## config.mk

```make
export PLATFORM = sky130hd
export DESIGN_NAME = mmr_bank
export DESIGN_NICKNAME = d
export VERILOG_FILES = /design/src/rtl/mmr_pkg.sv /design/src/rtl/mmr_byte_reg.sv /design/src/rtl/mmr_bank.sv
export SDC_FILE = /design/constraint.sdc
export NUM_CORES = 1
export LEC_CHECK = 0
export ABC_AREA = 1
export ABC_CLOCK_PERIOD_IN_PS = 5500
export BUFFER_PORTS_ARGS = -buffer_cell sky130_fd_sc_hd__buf_2
export CAP_MARGIN = 20
export CORE_UTILIZATION = 25
export DETAILED_ROUTE_END_ITERATION = 8
export PLACE_DENSITY_LB_ADDON = 0.25
export SYNTH_ARGS = -nofsm -noshare
export SYNTH_HDL_FRONTEND = slang
export SYNTH_HIERARCHICAL = 1
export SYNTH_SLANG_ARGS = --single-unit
```

## constraint.sdc

```tcl
create_clock -name clk -period 5.5 [get_ports clk]
set_clock_uncertainty 0.2 [all_clocks]
set_input_delay 0.55 -clock clk [delete_from_list [all_inputs] [get_ports clk]]
set_output_delay 0.55 -clock clk [all_outputs]
set_load 0.005 [all_outputs]
```

## src/rtl/mmr_pkg.sv

```systemverilog
// Shared definitions for the memory-mapped register bank: handshake FSM
// states, response error codes and the position of the optional lock bit.
package mmr_pkg;

   typedef enum logic {
      IDLE = 1'b0,
      RESP = 1'b1
   } state_e;

   typedef enum logic [1:0] {
      ERR_NONE = 2'd0,
      ERR_OOR  = 2'd1,
      ERR_LOCK = 2'd2
   } err_e;

   localparam int LOCK_BIT = 0;

endpackage

```

## src/rtl/mmr_byte_reg.sv

```systemverilog
// One register of the bank: byte-strobed bus write plus a full-word hardware
// load. When both hit on the same edge, strobed bytes take bus data and the
// remaining bytes take the hardware word.
module mmr_byte_reg #(
   parameter int DATA_W = 32
) (
   input  logic                clk,
   input  logic                rst,
   input  logic                bus_we,
   input  logic [DATA_W/8-1:0] bus_wstrb,
   input  logic [DATA_W-1:0]   bus_wdata,
   input  logic                hw_we,
   input  logic [DATA_W-1:0]   hw_wdata,
   output logic [DATA_W-1:0]   q
);

   // Per-byte update with bus priority over the hardware load
   always_ff @(posedge clk or posedge rst) begin
      if (rst) begin
         q <= '0;
      end else begin
         for (int b = 0; b < DATA_W/8; b++) begin
            if (bus_we && bus_wstrb[b]) begin
               q[b*8 +: 8] <= bus_wdata[b*8 +: 8];
            end else if (hw_we) begin
               q[b*8 +: 8] <= hw_wdata[b*8 +: 8];
            end
         end
      end
   end

endmodule

```

## src/rtl/mmr_bank.sv

```systemverilog
// Memory-mapped register bank with a valid/ready request channel and a
// valid/ready response channel (one transaction per two cycles), per-register
// hardware load ports and per-register write strobes.
// Optional feature: define MMR_BANK_LOCK_EN to make bit 0 of the last
// register a sticky lock that blocks bus writes to all other registers.
module mmr_bank
   import mmr_pkg::*;
#(
   parameter int DATA_W   = 32,
   parameter int NUM_REGS = 8
) (
   input  logic                       clk,
   input  logic                       rst,
   input  logic                       req_valid,
   output logic                       req_ready,
   input  logic                       req_write,
   input  logic [7:0]                 req_addr,
   input  logic [DATA_W-1:0]          req_wdata,
   input  logic [DATA_W/8-1:0]        req_wstrb,
   output logic                       rsp_valid,
   input  logic                       rsp_ready,
   output logic [DATA_W-1:0]          rsp_rdata,
   output logic                       rsp_err,
   input  logic [NUM_REGS-1:0]        hw_we,
   input  logic [NUM_REGS*DATA_W-1:0] hw_wdata,
   output logic [NUM_REGS*DATA_W-1:0] reg_q,
   output logic [NUM_REGS-1:0]        wr_pulse
);

   localparam int ADDR_W = (NUM_REGS > 1) ? $clog2(NUM_REGS) : 1;

   state_e              state_q;
   state_e              state_d;
   logic [ADDR_W-1:0]   addr_idx;
   logic                addr_in_range;
   logic                accept;
   logic                lock_q;
   err_e                err_code;
   logic [NUM_REGS-1:0] bus_we;
   logic [DATA_W-1:0]   rd_word;
   logic [DATA_W-1:0]   reg_raw [NUM_REGS];
   logic [DATA_W-1:0]   reg_word [NUM_REGS];

   assign addr_idx      = req_addr[ADDR_W-1:0];
   assign addr_in_range = (req_addr < 8'(NUM_REGS));
   assign accept        = req_valid & req_ready;

   // Classify the presented request: out of range first, then lock violation
   always_comb begin
      err_code = ERR_NONE;
      if (!addr_in_range) begin
         err_code = ERR_OOR;
      end else if (req_write && lock_q && (addr_idx != ADDR_W'(NUM_REGS-1))) begin
         err_code = ERR_LOCK;
      end
   end

   // Decode the accepted, error-free bus write into one enable per register
   always_comb begin
      bus_we = '0;
      for (int i = 0; i < NUM_REGS; i++) begin
         if (accept && req_write && (err_code == ERR_NONE) && (addr_idx == ADDR_W'(i))) begin
            bus_we[i] = 1'b1;
         end
      end
   end

   // Read mux over the visible register values
   always_comb begin
      rd_word = '0;
      for (int i = 0; i < NUM_REGS; i++) begin
         if (addr_idx == ADDR_W'(i)) begin
            rd_word = reg_word[i];
         end
      end
   end

   genvar gi;
   generate
      for (gi = 0; gi < NUM_REGS; gi++) begin : g_reg
         mmr_byte_reg #(
            .DATA_W(DATA_W)
         ) u_reg (
            .clk       (clk),
            .rst       (rst),
            .bus_we    (bus_we[gi]),
            .bus_wstrb (req_wstrb),
            .bus_wdata (req_wdata),
            .hw_we     (hw_we[gi]),
            .hw_wdata  (hw_wdata[gi*DATA_W +: DATA_W]),
            .q         (reg_raw[gi])
         );
`ifdef MMR_BANK_LOCK_EN
         if (gi == NUM_REGS-1) begin : g_lock_view
            assign reg_word[gi] = {reg_raw[gi][DATA_W-1:LOCK_BIT+1], lock_q};
         end else begin : g_plain_view
            assign reg_word[gi] = reg_raw[gi];
         end
`else
         assign reg_word[gi] = reg_raw[gi];
`endif
         assign reg_q[gi*DATA_W +: DATA_W] = reg_word[gi];
      end
   endgenerate

`ifdef MMR_BANK_LOCK_EN
   // Sticky lock: set by a bus write of 1 to bit 0 of the last register, cleared only by reset
   always_ff @(posedge clk or posedge rst) begin
      if (rst) begin
         lock_q <= 1'b0;
      end else if (bus_we[NUM_REGS-1] && req_wstrb[LOCK_BIT/8] && req_wdata[LOCK_BIT]) begin
         lock_q <= 1'b1;
      end
   end
`else
   assign lock_q = 1'b0;
`endif

   // Handshake FSM state register
   always_ff @(posedge clk or posedge rst) begin
      if (rst) begin
         state_q <= IDLE;
      end else begin
         state_q <= state_d;
      end
   end

   // Next-state and handshake outputs: ready in IDLE, response valid in RESP
   always_comb begin
      state_d   = state_q;
      req_ready = 1'b0;
      rsp_valid = 1'b0;
      case (state_q)
         IDLE: begin
            req_ready = 1'b1;
            if (req_valid) begin
               state_d = RESP;
            end
         end
         RESP: begin
            rsp_valid = 1'b1;
            if (rsp_ready) begin
               state_d = IDLE;
            end
         end
         default: begin
            state_d = IDLE;
         end
      endcase
   end

   // Capture the response at the accept edge and hold it through backpressure
   always_ff @(posedge clk or posedge rst) begin
      if (rst) begin
         rsp_rdata <= '0;
         rsp_err   <= 1'b0;
      end else if (accept) begin
         rsp_rdata <= (!req_write && (err_code == ERR_NONE)) ? rd_word : '0;
         rsp_err   <= (err_code != ERR_NONE);
      end
   end

   // One-cycle write strobe following each successful bus write
   always_ff @(posedge clk or posedge rst) begin
      if (rst) begin
         wr_pulse <= '0;
      end else begin
         wr_pulse <= bus_we;
      end
   end

endmodule
```

## Word-level counts from Yosys, hierarchy flattened

Index checks and enable logic that the tools add are counted.

| storage, ports and cells | value |
|---|---|
| bits in registers | 298 |
| output and inout bits | 299 |
| word-level logic and storage cells | 212 |

| cells by class | value |
|---|---|
| magnitude comparators | 1 |
| equal/unequal tests | 7 |
| multiplexer cells | 87 |
| bitwise gates (word level) | 2 |
| reductions and logical operators | 79 |

Operators by type and width:

| kind | count |
|---|---|
| $mux W8 | 64 |
| $mux W32 | 9 |
| $reduce_bool A2 Y1 | 33 |
| $logic_and A1 B1 Y1 | 43 |
| $mux W1 | 13 |
| $eq A3 B3 Y1 const B | 4 |
| $lt A8 B4 Y1 const B | 1 |
| $eq A3 B2 Y1 const B | 2 |
| $eq A3 B1 Y1 const B | 1 |
| $logic_not A3 Y1 | 1 |
| $logic_not A2 Y1 | 1 |
| $pmux W1 S2 | 1 |
| $and A1 B1 Y1 | 1 |
| $logic_not A1 Y1 | 1 |
| $not A1 Y1 | 1 |

## Longest topological paths before layout

Gate-level depths: netlist (run 1).

| depth | value |
|---|---|
| depth after elaboration | 10 |
| gate-level depth with buffers | 12 |

## Hierarchy

Netlist (run 1), hierarchy kept.

By module, submodules not included:

| module | instances | cells each | area an instance (um2) |
|---|---|---|---|
| mmr_byte_reg | 8 | 281 | 1935.6 |
| mmr_bank | 1 | 674 | 3788.6 |

## Least setup slack after synthesis (run 1)

No wires, ideal clock.

| timing path | value |
|---|---|
| kind | in2reg |
| start | input port req_addr[7] |
| end | register g_reg[0].u_reg.q[10] |
| library setup time | 116 ps |
| arrival | 1946 ps |
| slack | 3238 ps |
| stages | 10 |
| path through | nor2_1 -> nand3_1 -> nor4_2 -> nand2_1 -> nor4_1 -> buf_6 -> buf_4 -> nand3_1 -> nand2_1 -> nand2_1 |

| on the way | value |
|---|---|
| cells in the longest elaborated chain, start to end | 8 |

RTL lines:

| what | line | text |
|---|---|---|
| start, declared | mmr_bank.sv:17 | `input logic [7:0] req_addr,` |
| $lt A8 B4 Y1 (*) | mmr_bank.sv:45 | `assign addr_in_range = (req_addr < 8'(NUM_REGS));` |
| $mux W1 (*) | mmr_bank.sv:51 | `if (!addr_in_range) begin` |
| $logic_not A2 Y1 (*) | mmr_bank.sv:62 | `if (accept && req_write && (err_code == ERR_NONE) && (addr_idx == ADDR_W'(i))) begin` |
| $logic_and A1 B1 Y1 (*) (2 in series) | mmr_bank.sv:62 |  |
| $mux W1 (*) | mmr_bank.sv:62 |  |
| net bus_we[0] | mmr_bank.sv:39 | `logic [NUM_REGS-1:0] bus_we;` |
| $logic_and A1 B1 Y1 (*) | mmr_byte_reg.sv:23 | `if (bus_we && bus_wstrb[b]) begin` |
| $mux W8 or $reduce_bool A2 Y1 (tied branches) | n/a |  |
| end signal, assigned by index | mmr_byte_reg.sv:24 | `q[b*8 +: 8] <= bus_wdata[b*8 +: 8];` |
| end signal, assigned by index | mmr_byte_reg.sv:26 | `q[b*8 +: 8] <= hw_wdata[b*8 +: 8];` |
| end, declared | mmr_byte_reg.sv:14 | `output logic [DATA_W-1:0] q` |

Mark *: on every way through the listed nets, which the timed path passes. The rest lies on a longest branch.
A chain may end at the register's enable or synchronous reset.

## Worst setup path after layout (run 1)

| timing path | value |
|---|---|
| start | register state_q |
| end | register g_reg[2].u_reg.q[30] |

| on the way | value |
|---|---|
| cells in the longest elaborated chain, start to end | 8 |

RTL lines:

| what | line | text |
|---|---|---|
| start, declared | mmr_bank.sv:32 | `state_e state_q;` |
| start signal, assigned | mmr_bank.sv:124 | `state_q <= state_d;` |
| $mux W1 (*) | mmr_bank.sv:133 | `case (state_q)` |
| $and A1 B1 Y1 (*) | mmr_bank.sv:46 | `assign accept = req_valid & req_ready;` |
| $logic_and A1 B1 Y1 (*) (3 in series) | mmr_bank.sv:62 |  |
| $mux W1 (*) | mmr_bank.sv:62 |  |
| net bus_we[2] | mmr_bank.sv:39 |  |
| $logic_and A1 B1 Y1 (*) | mmr_byte_reg.sv:23 |  |
| $mux W8 or $reduce_bool A2 Y1 (tied branches) | n/a |  |
| end signal, assigned by index | mmr_byte_reg.sv:24 |  |
| end signal, assigned by index | mmr_byte_reg.sv:26 |  |
| end, declared | mmr_byte_reg.sv:14 |  |

Marks and branches as above.

==> impl_metrics.py, run 1 <==
metrics = {
    "outcome": {
        "status": "complete, no violations",
    },
    "sta": {
        "period_needed_ns": 3.27,
        "rsz0062_at_grt": "no",
        "max_slew_margin": 0.283,
        "maxSlewViolCount": 0,
        "finalWorstSetupSlack_ns": 2.23,
        "worstMarginPinSlew_ns": 1.07,
        "finalHoldViolCount": 0,
        "finalSetupViolCount": 0,
        "finalSetupTns_ns": 0,
        "fin_crit_sh": 0.595,
        "timing.fmax_ghz": 0.305,
    },
    "routing": {
        "num_vias": 21022,
        "wl_per_cell_um": 21.8,
        "drc": 0,
        "drt-pass1-iter-count": 5,
        "antenna_left": 0,
        "wl_um": 97900,
        "drt_iter0_drc": 1544,
        "vias_per_cell": 4.68,
    },
    "grt": {
        "grt_overflow": 0,
        "grt_max_degree": 47,
        "track_usage": 0.244,
        "antenna_found_initial": 3,
        "grt_pass1_vias": 20282,
        "grt_pass1_wl_um": 140000,
    },
    "floorplanning": {
        "core-area_sq_mm": 0.0761,
        "io_pins": 612,
        "num_rows": 101,
        "die-area_sq_mm": 0.0782,
        "die_height_um": 280,
        "start_util": 0.253,
        "die_w_um": 280,
    },
    "worst_setup_path": {
        "cp.required_ns": 5.74,
        "cp_slowest_cell": "nor2_4",
        "crit_fanout": 32,
        "critPathBufInv": 1,
        "endpoint_kind": "register",
        "max_stage_delay_ns": 1.01,
        "arrival_ns": 3.51,
        "cpLargestDelayFamily": "simple AND/OR/NAND/NOR gates",
        "critPathKind": "reg2reg",
        "critPathLaunchType": "register",
        "worstPathCellList": "inv_2, nand3_1, nor4_2, nand2_1, nor2_4, nand2_4, nand3_1, nand2_1",
    },
    "logic_synthesis": {
        "ys_top_cells_by_area": "dfrtp_1, nand2_1, nand3_1",
        "postSynthAreaPerCell_sq_um": 6.60,
        "ys_seq_elements": 298,
        "syn-cell-area_sq_mm": 0.0193,
        "synth_top_area_share": 0.387,
        "yosys.cell_types.count": 24,
        "synth_largest_area_cell": "dfrtp_1",
        "syn-num-nets": 3235,
        "syn_inst": 2922,
        "yosys_warnings": 6,
        "ys_seq_area_frac": 0.387,
    },
    "power": {
        "power_frac_seq": 0.401,
        "swShare": 0.321,
        "power.share.clock": 0.420,
        "leakage_uw": 0.0146,
        "p_int_uw": 4340,
        "p_comb_frac": 0.179,
        "p_switching_uw": 2050,
        "p_per_area_mw_per_mm2": 268,
        "peakVddDrop_uv": 188,
    },
    "clock_tree": {
        "cts_sinks": 298,
        "cts_root_buf": "clkbuf_16",
        "htreeDepth": 2,
        "postCtsResizedCells": 0,
        "cts_tree": "built",
        "clock_path_buffers": 3,
        "clkLatencyLatePin_ns": 0.56,
        "numCtsBuffers": 40,
        "path_clk_slew_ns": 0.06,
    },
    "placement": {
        "routabilityCongestion": 0.855,
        "pre_cts_slack_ns": 1.81,
        "port_buffers": 611,
        "dpl.hpwl_um": 73400,
    },
    "worst_hold_path": {
        "hold_class": "in2reg",
    },
    "layout": {
        "area_growth_pct": 23.9,
        "final_nets": 3739,
        "layout-drive-gt1-share": 0.227,
    },
    "job": {
        "max_cap_viol_count": 0,
    },
}
## worst register-to-register path, cell delays in order, from the launching register on
cell     delay [ns]
dfrtp_1        0.38
inv_2          0.09
nand3_1        0.09
nor4_2         0.26
nand2_1        0.55
nor2_4         1.03
nand2_4        0.33
nand3_1        0.16
nand2_1        0.07
## state kept, by name (all words and copies together), names as in the netlist
signal / flops
rsp_err: 1
rsp_rdata: 32
wr_pulse: 8
g.u_reg/q: 256
state_q: 1
## logic make-up after synthesis
kind of cell    synth area share
flops                      0.387
compound gates           0.00831
buf+inv                    0.142
simple gates               0.463
## cell usage after synthesis
library cell / number
a21oi_1: 31
buf_2: 62
buf_4: 39
buf_6: 77
clkbuf_1: 10
dfrtp_1: 298
inv_1: 319
inv_2: 6
inv_4: 2
nand2_1: 1306
nand2_2: 7
nand2_4: 32
nand3_1: 545
nand3_2: 2
nand4_1: 29
nor2_1: 135
nor2_4: 1
nor3_2: 3
nor3_4: 2
nor4_1: 3
nor4_2: 1
o21ai_0: 1
or2_0: 1
or2_2: 10
## final timing paths
kind / startpoint / endpoint / slack, ns / cells after the start
min in group asynchronous: rst / g_reg[1].u_reg/q[8]$_DFFE_PP0P_ / 0.35 / 3
max in group asynchronous: rst / rsp_rdata[5]$_DFFE_PP0P_ / 3.75 / 4
setup reg to reg: state_q$_DFF_PP0_ / g_reg[2].u_reg/q[30]$_DFFE_PP0P_ / 2.23 / 8
hold / removal: req_addr[4] / rsp_err$_DFFE_PP0P_ / 0.05 / 3
setup / recovery: state_q$_DFF_PP0_ / g_reg[2].u_reg/q[30]$_DFFE_PP0P_ / 2.23 / 8
hold reg to reg: rsp_rdata[31]$_DFFE_PP0P_ / rsp_rdata[31]$_DFFE_PP0P_ / 0.27 / 2
## through the flow
stage                     power (uW)  cell area, sq um  instances  utilization  hold slack, ns
after floorplan                 3080             19300       2922            -           0.272
after global placement          3750             22400       4408        0.295           0.259
after detailed placement        3760             22500       4411        0.296           0.263
after CTS                       6480             23800       4484        0.313         0.00700
after global routing            6670             23900       4486        0.314          0.0406
final                           6390             23900       4489        0.314          0.0497
## cells in the final DEF, fill, tap and decap left out, types with 2 or more instances in the layout
cell type / synthesis / final
a21oi_1: 31 / 31
dfrtp_1: 298 / 298
clkinvlp_4: 0 / 3
clkbuf_8: 0 / 8
nor3_4: 2 / 5
nor4_2: 1 / 4
nand2_1: 1306 / 1306
bufinv_16: 0 / 2
buf_4: 39 / 36
inv_1: 319 / 317
clkbuf_16: 0 / 41
nand2_2: 7 / 7
nand3_2: 2 / 2
buf_16: 0 / 3
nor2_1: 135 / 130
nor2_4: 1 / 6
clkinv_2: 0 / 5
nand4_1: 29 / 29
inv_6: 0 / 2
nand3_1: 545 / 545
or2_2: 10 / 10
inv_2: 6 / 7
buf_2: 62 / 608
clkbuf_1: 10 / 9
dlygate4sd3_1: 0 / 2
diode_2: 0 / 4
inv_4: 2 / 2
nand2_4: 32 / 32
## power groups by stage
stage | Sequential (uW) | Combinational, uW | Clock (uW)
global placement | 2600 | 1150 | 0
floorplan | 2540 | 540 | 0
global route | 2580 | 1260 | 2830
CTS | 2560 | 1170 | 2750
detailed placement | 2600 | 1160 | 0
finish | 2560 | 1140 | 2680
## repair_timing
| item | CTS | global route |
|---|---|---|
| hold buffers | 2 | 0 |
| hold endpoints to repair | 39 | 0 |
| buffers inserted | 0 | 0 |
## final cells by class
cell class / instances / area (sq um)
Fill cell: 8707 / 52200
Multi-Input combinational cell: 2109 / 9150
Clock buffer: 58 / 1170
Tap cell: 1030 / 1290
Timing Repair Buffer: 650 / 3430
Antenna cell: 4 / 10.0
Inverter: 327 / 1230
Sequential cell: 298 / 7460
Clock inverter: 13 / 134
## layer usage
layer  up-vias  GRT usage  routed length (um)
li1      10017          -                   -
met1     10039      0.314               41400
met2       804      0.418               47800
met3       162     0.0275                4880
met4         0     0.0902                3750
met5         -          0                   0
(Power assumes the default switching activity.)
==> run 2, diff against run 1 <==
- ABC_AREA: 1 -> 0
- ABC_CLOCK_PERIOD_IN_PS: 5500 -> 3300
- clock period: 5.5 -> 3.3 ns (I/O delays scaled with it)
==> run 2 against run 1 <==
  * First-iteration DRC count is 10% lower
  * Largest power group is now registers
  * Via count is 16% lower
  * Sequential power is 72% higher
  * Clock power is 64% higher
  * Register-to-register slack worse by 2.1 ns
  * Non-clock buffer count is 445 higher
  * Hold slack worse by 0.032 ns
  * Total power is 77% higher
  * Synthesized area is 11% lower
  * Setup slack worse by 2.1 ns
==> impl_metrics.py, run 2 <==
metrics = {
    "logic_synthesis": {
        "yosys.cell_types.count": 40,
        "ys_seq_area_frac": 0.436,
        "ys_top_cells_by_area": "dfrtp_1, mux2i_1, nand3_1",
        "synth_edf_count": 0,
        "ys_seq_elements": 298,
        "syn-num-nets": 1909,
        "synth_top_area_share": 0.436,
        "postSynthAreaPerCell_sq_um": 10.7,
        "syn_inst": 1596,
        "async_flop_share": 1.00,
        "yosys_warnings": 6,
        "netlist_top_cells_count": "mux2i_1, dfrtp_1, nand3_1",
        "yosysMostFrequentCell": "mux2i_1",
        "synth_largest_area_cell": "dfrtp_1",
        "syn-cell-area_sq_mm": 0.0171,
        "synth_ff_type": "dfrtp_1",
    },
    "routing": {
        "antenna_left": 0,
        "drt-pass1-iter-count": 6,
        "num_vias": 17602,
        "drt_iter0_drc": 1384,
        "wl_per_cell_um": 25.7,
        "vias_per_cell": 5.08,
        "drc": 0,
        "wl_um": 88900,
    },
    "layout": {
        "regMostFlops": "g.u_reg/q",
        "n_fill_cell": 6810,
        "layout_common_cells": "buf_2, dlygate4sd3_1, mux2i_1, dfrtp_1, nand3_1",
        "final_nets": 2876,
        "area_growth_pct": 50.1,
        "final-seq-area_sq_mm": 0.00746,
        "multi_input_area_sq_mm": 0.00785,
        "reg_top3": "g.u_reg/q x256, rsp_rdata x32, wr_pulse x8",
        "mostFrequentLayoutCell": "buf_2",
        "layout-drive-gt1-share": 0.294,
        "largest_register_ff_count": 256,
    },
    "sta": {
        "maxSlewViolCount": 0,
        "worstMarginPinSlew_ns": 1.11,
        "finalHoldViolCount": 0,
        "finalWorstSetupSlack_ns": 0.120,
        "period_needed_ns": 3.18,
        "fin_crit_sh": 0.964,
        "finalSetupViolCount": 0,
        "max_slew_margin": 0.262,
        "holdWs_ns": 0.0179,
        "rsz0062_at_grt": "no",
        "finalSetupTns_ns": 0,
        "timing.fmax_ghz": 0.314,
    },
    "clock_tree": {
        "postCtsSetupBuffers": 0,
        "cts_root_buf": "clkbuf_16",
        "numCtsBuffers": 39,
        "clkLatencyLatePin_ns": 0.55,
        "cts_tree": "built",
        "path_clk_slew_ns": 0.06,
        "cts_sinks": 298,
        "clock_path_buffers": 3,
        "postCtsResizedCells": 0,
        "htreeDepth": 2,
    },
    "grt": {
        "track_usage": 0.251,
        "grt_pass1_vias": 18406,
        "grt_pass1_wl_um": 128000,
        "antenna_found_initial": 1,
        "grt_max_degree": 73,
        "grt_overflow": 0,
    },
    "floorplanning": {
        "die_height_um": 263,
        "core-area_sq_mm": 0.0674,
        "start_util": 0.254,
        "io_pins": 612,
        "die_w_um": 263,
        "num_rows": 95,
        "die-area_sq_mm": 0.0694,
    },
    "placement": {
        "routabilityCongestion": 0.922,
        "dpl.hpwl_um": 68000,
        "port_buffers": 611,
        "pre_cts_slack_ns": 0.496,
    },
    "outcome": {
        "status": "complete, no violations",
    },
    "worst_hold_path": {
        "hold_class": "in2reg",
    },
    "job": {
        "max_cap_viol_count": 0,
    },
    "worst_setup_path": {
        "crit_fanout": 26,
        "endpoint_kind": "register",
        "critPathKind": "reg2reg",
        "cp.required_ns": 3.52,
        "critPathLaunchType": "register",
        "arrival_ns": 3.40,
    },
    "power": {
        "p_total_uw": 11300,
        "p_per_area_mw_per_mm2": 440,
        "leakage_uw": 0.0121,
        "peakVddDrop_uv": 272,
    },
}
==> run 2: layout make-up <==
type,count,share of cell area
antenna,3,0.000293
sequential,298,0.291
timing repair buffer,1095,0.308
multi-input combinational,1114,0.306
clock inverter,21,0.00902
inverter,15,0.00219
clock buffer,48,0.0418
tap,873,0.0426
==> run 2: kinds of logic (layout without fill, tap and decap cells) <==
group	count (synthesis)	in the layout	synth area share
muxes	371	371	0.219
buffers and inverters	184	1179	0.106
other	0	3	0
DFF	298	298	0.436
AOI/OAI and AO/OA	342	342	0.122
and+or+nand+nor	401	401	0.117
==> run 2: per-layer routing <==
layer | up-vias | wire length [um] | GRT usage
li1 | 7825 | - | -
met1 | 8805 | 34700 | 0.294
met2 | 810 | 46200 | 0.457
met3 | 162 | 4810 | 0.0395
met4 | 0 | 3210 | 0.0902
met5 | - | 0 | 0
==> run 2: stage by stage <==
stage	cells	instance area [sq um]	util
after global placement	2963	20000	0.297
after detailed placement	2963	20000	0.297
final	3467	25700	0.381
after global routing	3465	25700	0.381
after floorplan	1596	17100	-
after CTS	3462	25600	0.380
==> run 2: final timing paths <==
path,start,end,slack [ns],depth (start not counted)
max,state_q$_DFF_PP0_,g_reg[1].u_reg/q[5]$_DFFE_PP0P_,0.12,9
min,req_wdata[7],g_reg[1].u_reg/q[7]$_DFFE_PP0P_,0.02,3
max reg2reg,state_q$_DFF_PP0_,g_reg[1].u_reg/q[5]$_DFFE_PP0P_,0.12,9
min reg2reg,rsp_rdata[1]$_DFFE_PP0P_,rsp_rdata[1]$_DFFE_PP0P_,0.27,2
max in group asynchronous,rst,wr_pulse[4]$_DFF_PP0_,1.92,4
min in group asynchronous,rst,g_reg[4].u_reg/q[18]$_DFFE_PP0P_,0.14,3
==> run 2: critical path, cell delays in order (launching register included) <==
cell and delay (ns):
dfrtp_1 0.38, nand2b_2 0.20, nor3_1 0.23, buf_4 0.18, and2_1 0.20, and3_1 0.20
buf_4 0.32, and2_1 0.40, o21ai_1 0.14, dlygate4sd3_1 0.58
==> run 2: timing repair <==
action                     CTS  global route
hold buffers               430             2
hold endpoints to repair   485             3
setup endpoints to repair    0             0
==> run 2: where the power goes <==
part	total (uW)	internal, uW	switching [uW]
Clock	4400	2640	1760
Combinational	2500	1250	1250
Sequential	4400	3980	415
Total	11300	7870	3420
